===== src/rtl/circle_sort_pkg.sv =====
// Shared widths, frame/sort constants and FSM state type for the circle_sort responder.
package circle_sort_pkg;

    localparam int unsigned DW_IN       = 5;
    localparam int unsigned DW_OUT      = DW_IN + 1;
    localparam int unsigned N           = 8;
    localparam int unsigned BEATS       = 16;
    localparam int unsigned SORT_PHASES = 8;

    typedef logic [DW_IN-1:0]  din_t;
    typedef logic [DW_OUT-1:0] sum_t;
    typedef din_t [N-1:0]      ring_t;
    typedef sum_t [N-1:0]      sum_vec_t;

    typedef enum logic [2:0] {
        StIdle,
        StLoad,
        StSum,
        StSort,
        StOut
    } state_e;

endpackage


===== src/rtl/circle_sort_if.sv =====
// Frame-in / burst-out stream bundle; master is the stimulus side, slave is circle_sort.
interface circle_sort_if;
    import circle_sort_pkg::*;

    logic       in_valid;
    logic [2:0] circle1;
    logic [2:0] circle2;
    din_t       in;
    sum_t       out;
    logic       out_valid;

    modport master (
        output in_valid, circle1, circle2, in,
        input  out, out_valid
    );

    modport slave (
        input  in_valid, circle1, circle2, in,
        output out, out_valid
    );

endinterface


===== src/rtl/circle_sort_oets.sv =====
// One combinational odd-even transposition phase over the 8-entry sum vector.
// CIRCLE_SORT_DESC_EN flips the compare-swap so the result is largest-first.
module circle_sort_oets
    import circle_sort_pkg::*;
(
    input  sum_vec_t din,
    input  logic     odd,
    output sum_vec_t dout
);

    function automatic logic out_of_order(input sum_t a, input sum_t b);
`ifdef CIRCLE_SORT_DESC_EN
        return a < b;
`else
        return a > b;
`endif
    endfunction

    // Pairs (j, j+1) take part when j's parity matches the phase; equal values stay put.
    always_comb begin
        dout = din;
        for (int j = 0; j < int'(N) - 1; j++) begin
            if (((j % 2) == 1) == odd && out_of_order(din[j], din[j+1])) begin
                dout[j]   = din[j+1];
                dout[j+1] = din[j];
            end
        end
    end

endmodule


===== src/rtl/circle_sort.sv =====
// circle_sort top: loads a 16-beat frame into two rotated rings, sums, sorts, bursts 8 sums.
// Sort direction is set by CIRCLE_SORT_DESC_EN inside circle_sort_oets.
module circle_sort
    import circle_sort_pkg::*;
(
    input logic          clk,
    input logic          rst,
    circle_sort_if.slave bus
);

    state_e     state_q, state_d;
    logic [3:0] cnt_q, cnt_d;   // beat index in LOAD, phase in SORT, beat index in OUT
    logic [2:0] c1_q, c2_q;
    ring_t      num1_q, num2_q;
    sum_vec_t   s_q, s_sorted;
    sum_t       out_q;
    logic       out_valid_q;
    logic [2:0] idx1, idx2;

    assign idx1 = cnt_q[2:0] + c1_q;
    assign idx2 = cnt_q[2:0] + c2_q;

    circle_sort_oets u_oets (
        .din  (s_sorted_src()),
        .odd  (cnt_q[0]),
        .dout (s_sorted)
    );

    function automatic sum_vec_t s_sorted_src();
        return s_q;
    endfunction

    always_ff @(posedge clk or posedge rst) begin
        if (rst) begin
            state_q <= StIdle;
            cnt_q   <= '0;
        end else begin
            state_q <= state_d;
            cnt_q   <= cnt_d;
        end
    end

    always_comb begin
        state_d = state_q;
        cnt_d   = cnt_q;
        case (state_q)
            StIdle: begin
                if (bus.in_valid) begin
                    state_d = StLoad;
                    cnt_d   = 4'd1;
                end
            end
            StLoad: begin
                if (!bus.in_valid) begin
                    state_d = StIdle;
                    cnt_d   = '0;
                end else if (cnt_q == 4'(BEATS - 1)) begin
                    state_d = StSum;
                    cnt_d   = '0;
                end else begin
                    cnt_d = cnt_q + 4'd1;
                end
            end
            StSum: begin
                state_d = StSort;
                cnt_d   = '0;
            end
            StSort: begin
                if (cnt_q == 4'(SORT_PHASES - 1)) begin
                    state_d = StOut;
                    cnt_d   = '0;
                end else begin
                    cnt_d = cnt_q + 4'd1;
                end
            end
            StOut: begin
                if (cnt_q == 4'(N - 1)) begin
                    state_d = StIdle;
                    cnt_d   = '0;
                end else begin
                    cnt_d = cnt_q + 4'd1;
                end
            end
            default: begin
                state_d = StIdle;
                cnt_d   = '0;
            end
        endcase
    end

    always_ff @(posedge clk or posedge rst) begin
        if (rst) begin
            c1_q        <= '0;
            c2_q        <= '0;
            num1_q      <= '0;
            num2_q      <= '0;
            s_q         <= '0;
            out_q       <= '0;
            out_valid_q <= 1'b0;
        end else begin
            out_q       <= '0;
            out_valid_q <= 1'b0;
            case (state_q)
                StIdle: begin
                    if (bus.in_valid) begin
                        c1_q                 <= bus.circle1;
                        c2_q                 <= bus.circle2;
                        num1_q[bus.circle1]  <= bus.in;
                    end
                end
                StLoad: begin
                    if (bus.in_valid) begin
                        if (!cnt_q[3]) begin
                            num1_q[idx1] <= bus.in;
                        end else begin
                            num2_q[idx2] <= bus.in;
                        end
                    end
                end
                StSum: begin
                    for (int k = 0; k < int'(N); k++) begin
                        s_q[k] <= sum_t'(num1_q[k]) + sum_t'(num2_q[k]);
                    end
                end
                StSort: begin
                    s_q <= s_sorted;
                end
                StOut: begin
                    out_q       <= s_q[0];
                    out_valid_q <= 1'b1;
                    s_q         <= s_q >> DW_OUT;
                end
                default: ;
            endcase
        end
    end

    assign bus.out       = out_q;
    assign bus.out_valid = out_valid_q;

endmodule

===== src/flat_wrapper.sv =====
// flat-port wrapper written by rule: the top's interface ports become plain ports
module circle_sort_flat import circle_sort_pkg::*;
  (clk, rst, bus_in_valid, bus_circle1, bus_circle2, bus_in, bus_out, bus_out_valid);
  circle_sort_if bus_i ();
  input logic clk;
  input logic rst;
  input wire logic [$bits(bus_i.in_valid)-1:0] bus_in_valid;
  input wire logic [$bits(bus_i.circle1)-1:0] bus_circle1;
  input wire logic [$bits(bus_i.circle2)-1:0] bus_circle2;
  input wire logic [$bits(bus_i.in)-1:0] bus_in;
  output wire logic [$bits(bus_i.out)-1:0] bus_out;
  output wire logic [$bits(bus_i.out_valid)-1:0] bus_out_valid;
  assign bus_i.in_valid = bus_in_valid;
  assign bus_i.circle1 = bus_circle1;
  assign bus_i.circle2 = bus_circle2;
  assign bus_i.in = bus_in;
  assign bus_out = bus_i.out;
  assign bus_out_valid = bus_i.out_valid;
  circle_sort u_core (.clk(clk), .rst(rst), .bus(bus_i));
endmodule

===== config.mk =====
export PLATFORM = sky130hd
export DESIGN_NAME = circle_sort_flat
export DESIGN_NICKNAME = d
export VERILOG_FILES = /design/src/rtl/circle_sort_pkg.sv /design/src/rtl/circle_sort_if.sv /design/src/rtl/circle_sort_oets.sv /design/src/rtl/circle_sort.sv /design/src/flat_wrapper.sv
export SDC_FILE = /design/constraint.sdc
export NUM_CORES = 1
export LEC_CHECK = 0
export CAP_MARGIN = 20
export CELL_PAD_IN_SITES_DETAIL_PLACEMENT = 1
export CELL_PAD_IN_SITES_GLOBAL_PLACEMENT = 1
export CORE_ASPECT_RATIO = 0.9
export CORE_MARGIN = 2
export CORE_UTILIZATION = 50
export DETAILED_ROUTE_END_ITERATION = 10
export PLACE_DENSITY = 0.83
export SLEW_MARGIN = 15
export SYNTH_ARGS = -nofsm -noshare
export SYNTH_HDL_FRONTEND = slang
export SYNTH_SLANG_ARGS = --single-unit
export TNS_END_PERCENT = 100

===== constraint.sdc =====
create_clock -name clk -period 6.3 [get_ports clk]
set_input_delay 0.945 -clock clk [delete_from_list [all_inputs] [get_ports clk]]
set_output_delay 0.945 -clock clk [all_outputs]
set_load 0.005 [all_outputs]

# == Word level (Yosys, flattened, before mapping) ==
# Index checks and enable logic that the tools add are counted.
# op_classes
bitwise_logic,1
order_cmp,13
n_addsub,11
n_reduce_logical,26
mux,34
eq_ne,20
# op_table
cell,n
48-bit case mux with 3 select lines,1
40-bit bitwise mux,3
40-bit two-way mux,3
12-bit two-way mux,7
40-bit case mux with 2 select lines,1
5-bit by 5-bit adder with 6-bit output,8
5-bit demux with 3-bit select,3
6-bit > comparator,7
"3-bit inequality test, second input constant",6
2-bit AND reduction,9
4-bit two-way mux,4
3-bit two-way mux,5
5-bit two-way mux,3
3-bit case mux with 5 select lines,1
"3-bit by 4-bit < comparator with 1-bit output, second input constant",3
4-bit case mux with 3 select lines,1
1-bit logical AND,10
"2-bit inequality test, second input constant",5
"3-bit by 1-bit greater-or-equal comparator with 1-bit output, second input constant",3
4-bit AND reduction,2
3-bit adder,2
"3-bit by 2-bit equality test with 1-bit output, second input constant",2
6-bit two-way mux,1
"4-bit by 1-bit adder with 4-bit output, second input constant",1
13 further kinds,14
# word_totals
elab_cells,135
out_inout_bits,7
reg_bits,148
inputBits,14

# == Depth between registers and ports, before layout ==
# Gate-level depths: netlist (run 1).
# depth
word_depth,10
mapped_depth,10
mapped_depth_nobuf,9

# == Hierarchy ==
# From an unflattened synthesis (run 1), not the netlist that was laid out.
# hier_totals
hier_cells,1048
hier_area_um2,10169.8
# modules_own_cells
module,n_inst,area_per_inst_um2,cells_each
circle_sort,1,8085.3,767
circle_sort_oets,1,2084.5,281

# == Least setup slack after synthesis (run 1) ==
# OpenSTA, ideal clock, no wires.
# synth_timing
path_kind,register to register
start,register u_core.cnt_q[0]
end,register u_core.num1_q[35] (netlist name)
stages_incl_launch_ff,8
setup_time_ps,125
period_less_slack_ps,2316
required_time_ps,6175
arrival_time_ps,2191
path_slack_ps,3984
cell_sequence,dfrtp_1 -> ha_1 -> fa_1 -> xnor2_1 -> xor2_1 -> o22ai_1 -> nor3b_4 -> mux2_2
# synth_via
elab_chain_cells,9
# synth_lines
element,line_no,text
start: declaration,circle_sort.sv:12,"logic [3:0] cnt_q, cnt_d;"
start signal: assignment,circle_sort.sv:39,cnt_q <= cnt_d;
3-bit adder *,circle_sort.sv:20,assign idx1 = cnt_q[2:0] + c1_q;
3-bit by 4-bit < comparator with 1-bit output (not written as such) / 3-bit by 1-bit greater-or-equal comparator with 1-bit output (equally long branches),circle_sort.sv:114,num1_q[idx1] <= bus.in;
1-bit logical AND (not written as such),circle_sort.sv:114,
5-bit two-way mux (not written as such),circle_sort.sv:114,
5-bit demux with 3-bit select *,--,
40-bit bitwise mux *,circle_sort.sv:114,
40-bit two-way mux *,circle_sort.sv:113,if (!cnt_q[3]) begin
40-bit two-way mux *,circle_sort.sv:112,if (bus.in_valid) begin
40-bit case mux with 2 select lines *,circle_sort.sv:103,case (state_q)
end signal: indexed assignment,circle_sort.sv:108,num1_q[bus.circle1] <= bus.in;
end signal: indexed assignment,circle_sort.sv:114,
end: declaration,circle_sort.sv:14,"ring_t num1_q, num2_q;"
# Every way passes the cells marked *; elsewhere a longest branch is shown, timed or not. The select of a mux whose other input is x is not followed.
# A chain may end at the register's enable or synchronous reset.

# == Final worst setup path (run 1) ==
# layout_timing
start,register u_core.state_q[0]
end,register u_core.s_q[35] (netlist name)
# layout_via
elab_chain_cells,3
# layout_lines
element,line_no,text
start: declaration,circle_sort.sv:11,"state_e state_q, state_d;"
start signal: assignment,circle_sort.sv:35,state_q <= StIdle;
start signal: assignment,circle_sort.sv:38,state_q <= state_d;
3-bit by 2-bit equality test with 1-bit output / 3-bit equality test (equally long branches),circle_sort.sv:103,
3-bit inequality test (no source line) / 3-bit nonzero test (equally long branches),--,
2-bit AND reduction (no source line),--,
end signal: indexed assignment,circle_sort.sv:122,s_q[k] <= sum_t'(num1_q[k]) + sum_t'(num2_q[k]);
end signal: assignment,circle_sort.sv:126,s_q <= s_sorted;
end signal: assignment,circle_sort.sv:131,s_q <= s_q >> DW_OUT;
end: declaration,circle_sort.sv:15,"sum_vec_t s_q, s_sorted;"
# Parallel ways exist; a longest one is shown, timed or not.

==> run summary, run 1 <==
area grow syn2layout: 11.0%
critical path endpoint category: flop
first-pass GRT wire length: 40700 µm
Hold WS: 514 ps
drt first-iter violations: 552
Crit path max-delay family: simple AND/OR/NAND/NOR gates
starting density of the core: 0.513
outcome: finished, final reports clean
Die W: 146 µm
final hold vios: 0
TritonRoute pass-1 iters: 5
cell leakage power: 4.60 nW
layer with the highest usage: met2
Final Cycle Share: 0.478
post-route minimum period: 3010 ps
pwr dens: 448 mW/mm²
VDD IR max: 0.281 mV
Yosys top cell area share: 0.407
ANT cells: 0
max incr delay on CP: 640 ps
crit path from: u_core.state_q[0]
synthesized area per cell: 10.8 µm²
reg2reg start: u_core.state_q[0]
cells after synthesis: 843
Post-CTS Hold Buffers: 0
fin worst setup slack: 3290 ps
GR Overflow Total: 0
FFs w/ async S/R, synth: 1.00
CP max-delay cell: dfrtp_1
Bufs and invs on worst path: 2
post-synthesis sequential area ratio: 0.407
unrepaired setup endpoints after global routing: false
global placer's final weighted congestion: 0.857
Bufs on Longest Clock Path: 2
Worst-Margin Slew: 946 ps
post-DR vias/cell: 6.05
Clock Skews: 8.18 ps
die extent in y: 132 µm
Post-route DRC: 0
die area: 0.0193 mm²
H-tree level count: 4
vias: 6730
Top Ports: 21
port bufs: 20
post-DP HPWL: 17900 µm
Clk Latency, worst-skew pair: 430 ps
DP Worst Slack: 3300 ps
cell area after synthesis: 0.00910 mm²
WL final: 24900 µm
Worst setup SP type: flop
Synth cell types: 68
Final Net Count: 969
grt met3 use: 0.0512
GRT Overall Usage: 0.269
FP Rows: 46
root buffer cell: clkbuf_16
routing usage on met2: 0.421
Worst Hold Class: flop to flop
MaxCap Viol Count: 0
largest net degree at the start of global routing: 56
dominant synthesized flop cell: dfrtp_1
Area contributors post-synth: dfrtp_1 (41%), ha_1 (12%), mux2_2 (10%)
critical path, cell by cell: or3b_1 -> inv_4 -> nor2_2 -> buf_4 -> o21ai_0 -> a21oi_1 -> a221oi_1 -> mux2i_1
clk sink count: 148
antenna violations before repair: 0
count of final setup violators: 0
Yosys reg bits: 148
Synth top cells by count: dfrtp_1 (148), ha_1 (85), mux2_2 (83), inv_1 (81), nor2_1 (50)
net count after synthesis: 952
M1 GR Usage: 0.386
wire per inst: 22.4 µm
Post-synth EDFFs: 0
Max-slew headroom: 0.368
crit path kind: flop to flop
Synthesis Warnings: 0
CTS-repair resized insts: 0
required time of the critical path: 6650 ps
Final Max Tran Viols: 0
clock-pin slew on the worst setup and hold paths: 60 ps
Post CTS Setup Buffer Count: 0
core footprint: 0.0177 mm²
most common cell in the netlist: dfrtp_1
fmax: 0.332 GHz
Final Util: 0.570
CP Max Fanout: 19
Synth area leader: dfrtp_1
final setup TNS: 0 ps
Pwr Total: 4.53 mW
crit path DAT: 3370 ps
Hold Path Origin: u_core.num1_q[25]
vias in the first global route: 7196
share of post-route cells with drive strength above 1: 0.172
cts bufs inserted: 17
Post-DRT Antenna Nets: 0
CTS tree: built
==> kinds of logic (layout without fill, tap and decap cells) <==
family	Yosys count	count (layout)	share of synthesized area
flip-flops	148	148	0.407
adder cells (fa/ha/maj)	95	95	0.139
AO/OA/AOI/OAI	179	179	0.143
buffers and inverters	107	137	0.0487
XOR/XNOR	28	28	0.0269
AND/OR/NAND/NOR	172	172	0.0986
multiplexers	114	114	0.137
==> routing by layer <==
metal	vias to the layer above	routed length [µm]
met5	-	0
met4	0	419
met3	35	1030
met2	150	11500
met1	3454	12000
li1	3091	-
==> power by group <==
part	internal, mW	switching, mW	total (mW)
Sequential	1.22	0.321	1.55
Clock	0.630	0.435	1.06
Combinational	0.833	1.09	1.92
Total	2.69	1.84	4.53
==> cells in the final DEF (no fill, tap or decap), types with 19 or more instances in the layout <==
cell type,count
inv_1,80
o21ai_0,31
mux2_2,83
ha_1,85
mux2i_1,30
dfrtp_1,148
nand2_1,35
a221oi_1,19
nor2_1,49
a21oi_1,35
clkdlybuf4s50_1,20
==> per-stage QoR <==
step | instances | instance area, µm²
2_1_floorplan | 843 | 9100
3_3_place_gp | 1081 | 9500
3_5_place_dp | 1081 | 9500
4_1_cts | 1113 | 10100
5_1_grt | 1113 | 10100
6_report | 1113 | 10100
==> worst paths after layout <==
kind | to | slack [ps] | cells past startpoint
worst min register to register | u_core.num1_q[25] | 510 | 1
worst max register to register | u_core.s_q[35] | 3290 | 8
max in group asynchronous | u_core.num1_q[29] | 4290 | 3
worst max-delay path | u_core.s_q[35] | 3290 | 8
worst min-delay path | u_core.num1_q[25] | 510 | 1
min in group asynchronous | u_core.bus.out[5] | 940 | 2
==> layout make-up <==
type / count / area [µm²]
Timing Repair Buffer: 23 / 223
Clock inverter: 13 / 173
Multi-Input combinational cell: 588 / 4960
Clock buffer: 19 / 433
Inverter: 82 / 315
Tap cell: 240 / 300
Sequential cell: 148 / 3700
Fill cell: 1910 / 7620
==> state kept, by name (all words and copies together), names as in the netlist <==
name	cells
u_core.bus.out	6
u_core.bus.out_valid	1
u_core.c1_q	3
u_core.c2_q	3
u_core.cnt_q	4
u_core.num1_q	40
u_core.num2_q	40
u_core.s_q	48
u_core.state_q	3
==> worst reg2reg max path, cell delays in order, from the launching register on <==
cell and delay (ps):
dfrtp_1 640, or3b_1 490, inv_4 180, nor2_2 590, buf_4 390, o21ai_0 140
a21oi_1 260, a221oi_1 90, mux2i_1 150
Power figures use the tool's default switching activity.
==> run 2, diff against run 1 <==
Settings changed: CORE_UTILIZATION 50 to 46, PLACE_DENSITY 0.83 to 0.8.
Clock period 6.3 ns to 2.6 ns, I/O delays scaled along.
==> run 2 against run 1 <==
  * Sequential share of layout area is 1.1 points lower
  * Worst hold slack got worse by 90 ps
  * Clock skew is 7.7 ps higher
  * Highest routed layer unchanged
==> run summary, run 2 (same netlist as run 1, synthesis figures left out) <==
die area: 0.0209 mm²
Final Cycle Share: 0.962
Final Util: 0.541
port bufs: 20
clock-pin slew on the worst setup and hold paths: 60 ps
fin cells: 1160
clk sink count: 148
Worst Hold Class: primary input to asynchronous set/reset pin
Final Net Count: 1006
Post-DRT Antenna Nets: 0
area grow syn2layout: 14.5%
Bufs on Longest Clock Path: 2
Hold WS: 424 ps
fin worst setup slack: 99.9 ps
Clk Latency, worst-skew pair: 440 ps
MaxCap Viol Count: 0
critical path endpoint category: flop
Top Ports: 21
Largest register FFs: 48
post-DR vias/cell: 5.97
TritonRoute pass-1 iters: 9
final setup TNS: 0 ps
outcome: finished, final reports clean
final hold vios: 0
fmax: 0.400 GHz
vias in the first global route: 7532
root buffer cell: clkbuf_16
crit path kind: flop to flop
FP Rows: 48
post-route minimum period: 2500 ps
vias: 6929
GR Overflow Total: 0
first-pass GRT wire length: 42900 µm
Pwr Total: 11.4 mW
unrepaired setup endpoints after global routing: false
CTS tree: built
pwr dens: 1090 mW/mm²
cts bufs inserted: 17
drt first-iter violations: 493
cell area after layout: 0.0104 mm²
Worst-Margin Slew: 844 ps
Max-slew headroom: 0.436
post-DP HPWL: 19000 µm
core footprint: 0.0193 mm²
most frequent cells in the layout: dfrtp_1 (148), ha_1 (85), mux2_2 (83), inv_1 (80), nor2_1 (49)
Placed Cells: 1126
Clock Skews: 15.9 ps
FILL cells: 2067
largest net degree at the start of global routing: 105
starting density of the core: 0.472
Die W: 152 µm
WL final: 27000 µm
placed inst area: 0.00980 mm²
ANT cells: 0
H-tree level count: 4
GRT Overall Usage: 0.266
crit path DAT: 2810 ps
Biggest register: u_core.s_q
share of post-route cells with drive strength above 1: 0.209
DP Worst Slack: 98.7 ps
cell leakage power: 4.81 nW
count of final setup violators: 0
VDD IR max: 0.564 mV
biggest regs: u_core.s_q (48), u_core.num1_q (40), u_core.num2_q (40)
wire per inst: 23.3 µm
Final Max Tran Viols: 0
die extent in y: 137 µm
required time of the critical path: 2910 ps
antenna violations before repair: 0
global placer's final weighted congestion: 0.875
commonest non-fill, non-tap cell in the layout: dfrtp_1
CP Max Fanout: 11
Worst setup SP type: flop
Post-route DRC: 0
==> run 2: cell type report <==
class	count	area, µm²	area share
inverter	82	314	0.0301
multi-input combinational	588	4980	0.478
timing repair buffer	60	526	0.0504
clock buffer	22	464	0.0445
clock inverter	10	125	0.0120
sequential	148	3700	0.355
tap	250	313	0.0300
==> run 2: power by group <==
| group | total (mW) | internal (mW) | switching, mW |
|---|---|---|---|
| clock network | 2.51 | 1.47 | 1.04 |
| logic | 5.22 | 2.27 | 2.95 |
| registers | 3.64 | 2.97 | 0.674 |
==> run 2: final timing paths <==
check / endpoint / from / slack, ps / cells past startpoint
max in group asynchronous: u_core.s_q[41] / rst / 1610 / 3
min: u_core.bus.out[4] / rst / 420 / 3
min in group clk: u_core.num1_q[35] / u_core.num1_q[35] / 510 / 1
min reg2reg: u_core.num1_q[35] / u_core.num1_q[35] / 510 / 1
max: u_core.s_q[33] / u_core.cnt_q[0] / 100 / 7
max reg2reg: u_core.s_q[33] / u_core.cnt_q[0] / 100 / 7
==> run 2: timing repair <==
item | in CTS | in global routing
hold buffers | 0 | 0
pin swaps | 0 | 1
setup buffers | 0 | 2
endpoints found under the setup margin | 2 | 8
resized for setup | 3 | 1
==> run 2: critical path, cell delays in order, from the launching register on <==
cell and delay, ps:
dfrtp_1 380, buf_4 240, nand4b_1 380, a31o_2 360, a31oi_2 310, or2_1 320, a221oi_2 120, mux2i_1 270
==> run 2: per-layer routing <==
layer,track usage,up-vias,part of all wire
li1,-,3169,-
met1,0.341,3567,0.45
met2,0.458,146,0.49
met3,0.0541,47,0.040
met4,0.0852,0,0.021
met5,0,-,0
==> run 3, diff against run 2 <==
Settings changed: CORE_UTILIZATION 46 to 30, PLACE_DENSITY 0.8 to 0.57.
==> run 3 against run 2 <==
  * Final area is 2.9% higher
  * Global-route usage fell by 10 points
  * Total power down 2.7%
==> run summary, run 3 (same netlist as run 1, synthesis figures left out) <==
Comb pwr share: 0.460
Placed Cells: 1298
Final Net Count: 1024
CP Max Fanout: 5
Biggest register: u_core.s_q
VDD IR max: 0.456 mV
post-DP HPWL: 19100 µm
first-pass GRT wire length: 40900 µm
Sw Share: 0.402
FILL cells: 3399
FP Rows: 60
port bufs: 20
Final Util: 0.359
vias: 6622
Worst setup SP type: flop
ANT cells: 0
CP Depth: 7
count of final setup violators: 0
commonest non-fill, non-tap cell in the layout: dfrtp_1
cell leakage power: 4.88 nW
Bufs on Longest Clock Path: 2
Psw: 4.45 mW
Top Ports: 21
drt first-iter violations: 412
cells on worst reg2reg path: 7
Die W: 188 µm
pwr dens: 1030 mW/mm²
fin cells: 1330
placed inst area: 0.0101 mm²
Post-CTS Hold Buffers: 0
CP max-delay cell: dfrtp_1
root buffer cell: clkbuf_16
outcome: finished, final reports clean
Worst-Margin Slew: 818 ps
area grow syn2layout: 17.9%
TritonRoute pass-1 iters: 6
die area: 0.0317 mm²
Flop pwr share: 0.321
max incr delay on CP: 400 ps
required time of the critical path: 2910 ps
crit path DAT: 2810 ps
Worst Hold Class: primary input to asynchronous set/reset pin
fmax: 0.399 GHz
Crit path max-delay family: adder cells
Largest register FFs: 48
CTS tree: built
starting density of the core: 0.305
Final Cycle Share: 0.964
share of post-route cells with drive strength above 1: 0.224
clk sink count: 148
critical path, cell by cell: ha_1 -> fa_1 -> xnor2_2 -> xor2_1 -> o22ai_1 -> nor3b_4 -> mux2_2
Internal: 6.62 mW
cts bufs inserted: 17
Clk Latency, worst-skew pair: 430 ps
Final Max Tran Viols: 0
critical path endpoint category: flop
vias in the first global route: 6926
power share of the clock group: 0.219
MaxCap Viol Count: 0
global placer's final weighted congestion: 0.776
post-route minimum period: 2510 ps
die extent in y: 169 µm
Clock Skews: 9.30 ps
core footprint: 0.0299 mm²
clock-pin slew on the worst setup and hold paths: 70 ps
antenna violations before repair: 1
GRT Overall Usage: 0.167
Post-route DRC: 0
biggest regs: u_core.s_q (48), u_core.num1_q (40), u_core.num2_q (40)
WL final: 24900 µm
post-DR vias/cell: 4.98
largest net degree at the start of global routing: 93
Max-slew headroom: 0.454
crit path kind: flop to flop
Post-DRT Antenna Nets: 0
H-tree level count: 4
cell area after layout: 0.0107 mm²
most frequent cells in the layout: dfrtp_1 (148), ha_1 (85), mux2_2 (83), inv_1 (80), buf_4 (55)
GR Overflow Total: 0
Bufs and invs on worst path: 0
final hold vios: 0
wire per inst: 18.7 µm
[run 3: cell types whose count changed in the layout (fill, tap and decap cells not counted), moves of 3 or more]
cell / delta
buf_4: +17
clkbuf_1: -3
clkinv_4: -4
clkinvlp_4: +3
inv_6: +3
[run 3: tightest hold or removal path: cells and delay by family]
family                 cells  cell delay, ps
buffers and inverters      3             840
[run 3: worst paths after layout]
kind                       slack (ps)              start                end
max in group asynchronous        1680                rst  u_core.num1_q[38]
min in group clk                  510  u_core.num1_q[24]  u_core.num1_q[24]
setup / recovery                   90    u_core.cnt_q[0]  u_core.num1_q[37]
hold reg to reg                   510  u_core.num1_q[24]  u_core.num1_q[24]
setup reg to reg                   90    u_core.cnt_q[0]  u_core.num1_q[37]
hold / removal                    410                rst  u_core.bus.out[1]
[run 3: final cells by class]
type	count	area [µm²]	area share
clock buffer	18	439	0.0409
sequential	148	3700	0.345
inverter	82	314	0.0293
tap	403	504	0.0470
clock inverter	13	125	0.0117
timing repair buffer	78	673	0.0628
multi-input combinational	588	4970	0.463
[run 3: power by group through the flow]
stage | Combinational, mW | Clock [mW] | Sequential (mW)
floorplan | 3.55 | 0 | 3.38
global placement | 4.93 | 0 | 3.58
detailed placement | 5.04 | 0 | 3.60
CTS | 5.09 | 2.50 | 3.55
global route | 5.71 | 2.58 | 3.66
finish | 5.09 | 2.42 | 3.55
[run 3: routing by layer]
layer  part of all wire  track usage
met4             0.0084       0.0353
met2               0.45        0.261
met3              0.026       0.0232
met1               0.52        0.245
met5                  0            0
[run 3: repair_timing]
action / 4_1_cts / 5_1_grt
buffers inserted: 0 / 1
endpoints found under the hold margin: 0 / 0
endpoints found under the setup margin: 0 / 18
gates resized for setup: 0 / 2
[run 3: through the flow]
| stage | power, mW | TNS [ps] | worst slack, ps | hold slack (ps) |
|---|---|---|---|---|
| 2_1_floorplan | 6.94 | 0 | 284 | 476 |
| 3_3_place_gp | 8.51 | 0 | 103 | 494 |
| 3_5_place_dp | 8.64 | 0 | 30.7 | 503 |
| 4_1_cts | 11.1 | 0 | 14.8 | 426 |
| 5_1_grt | 11.9 | -39.1 | -11.9 | 462 |
| 6_report | 11.1 | 0 | 94.1 | 408 |
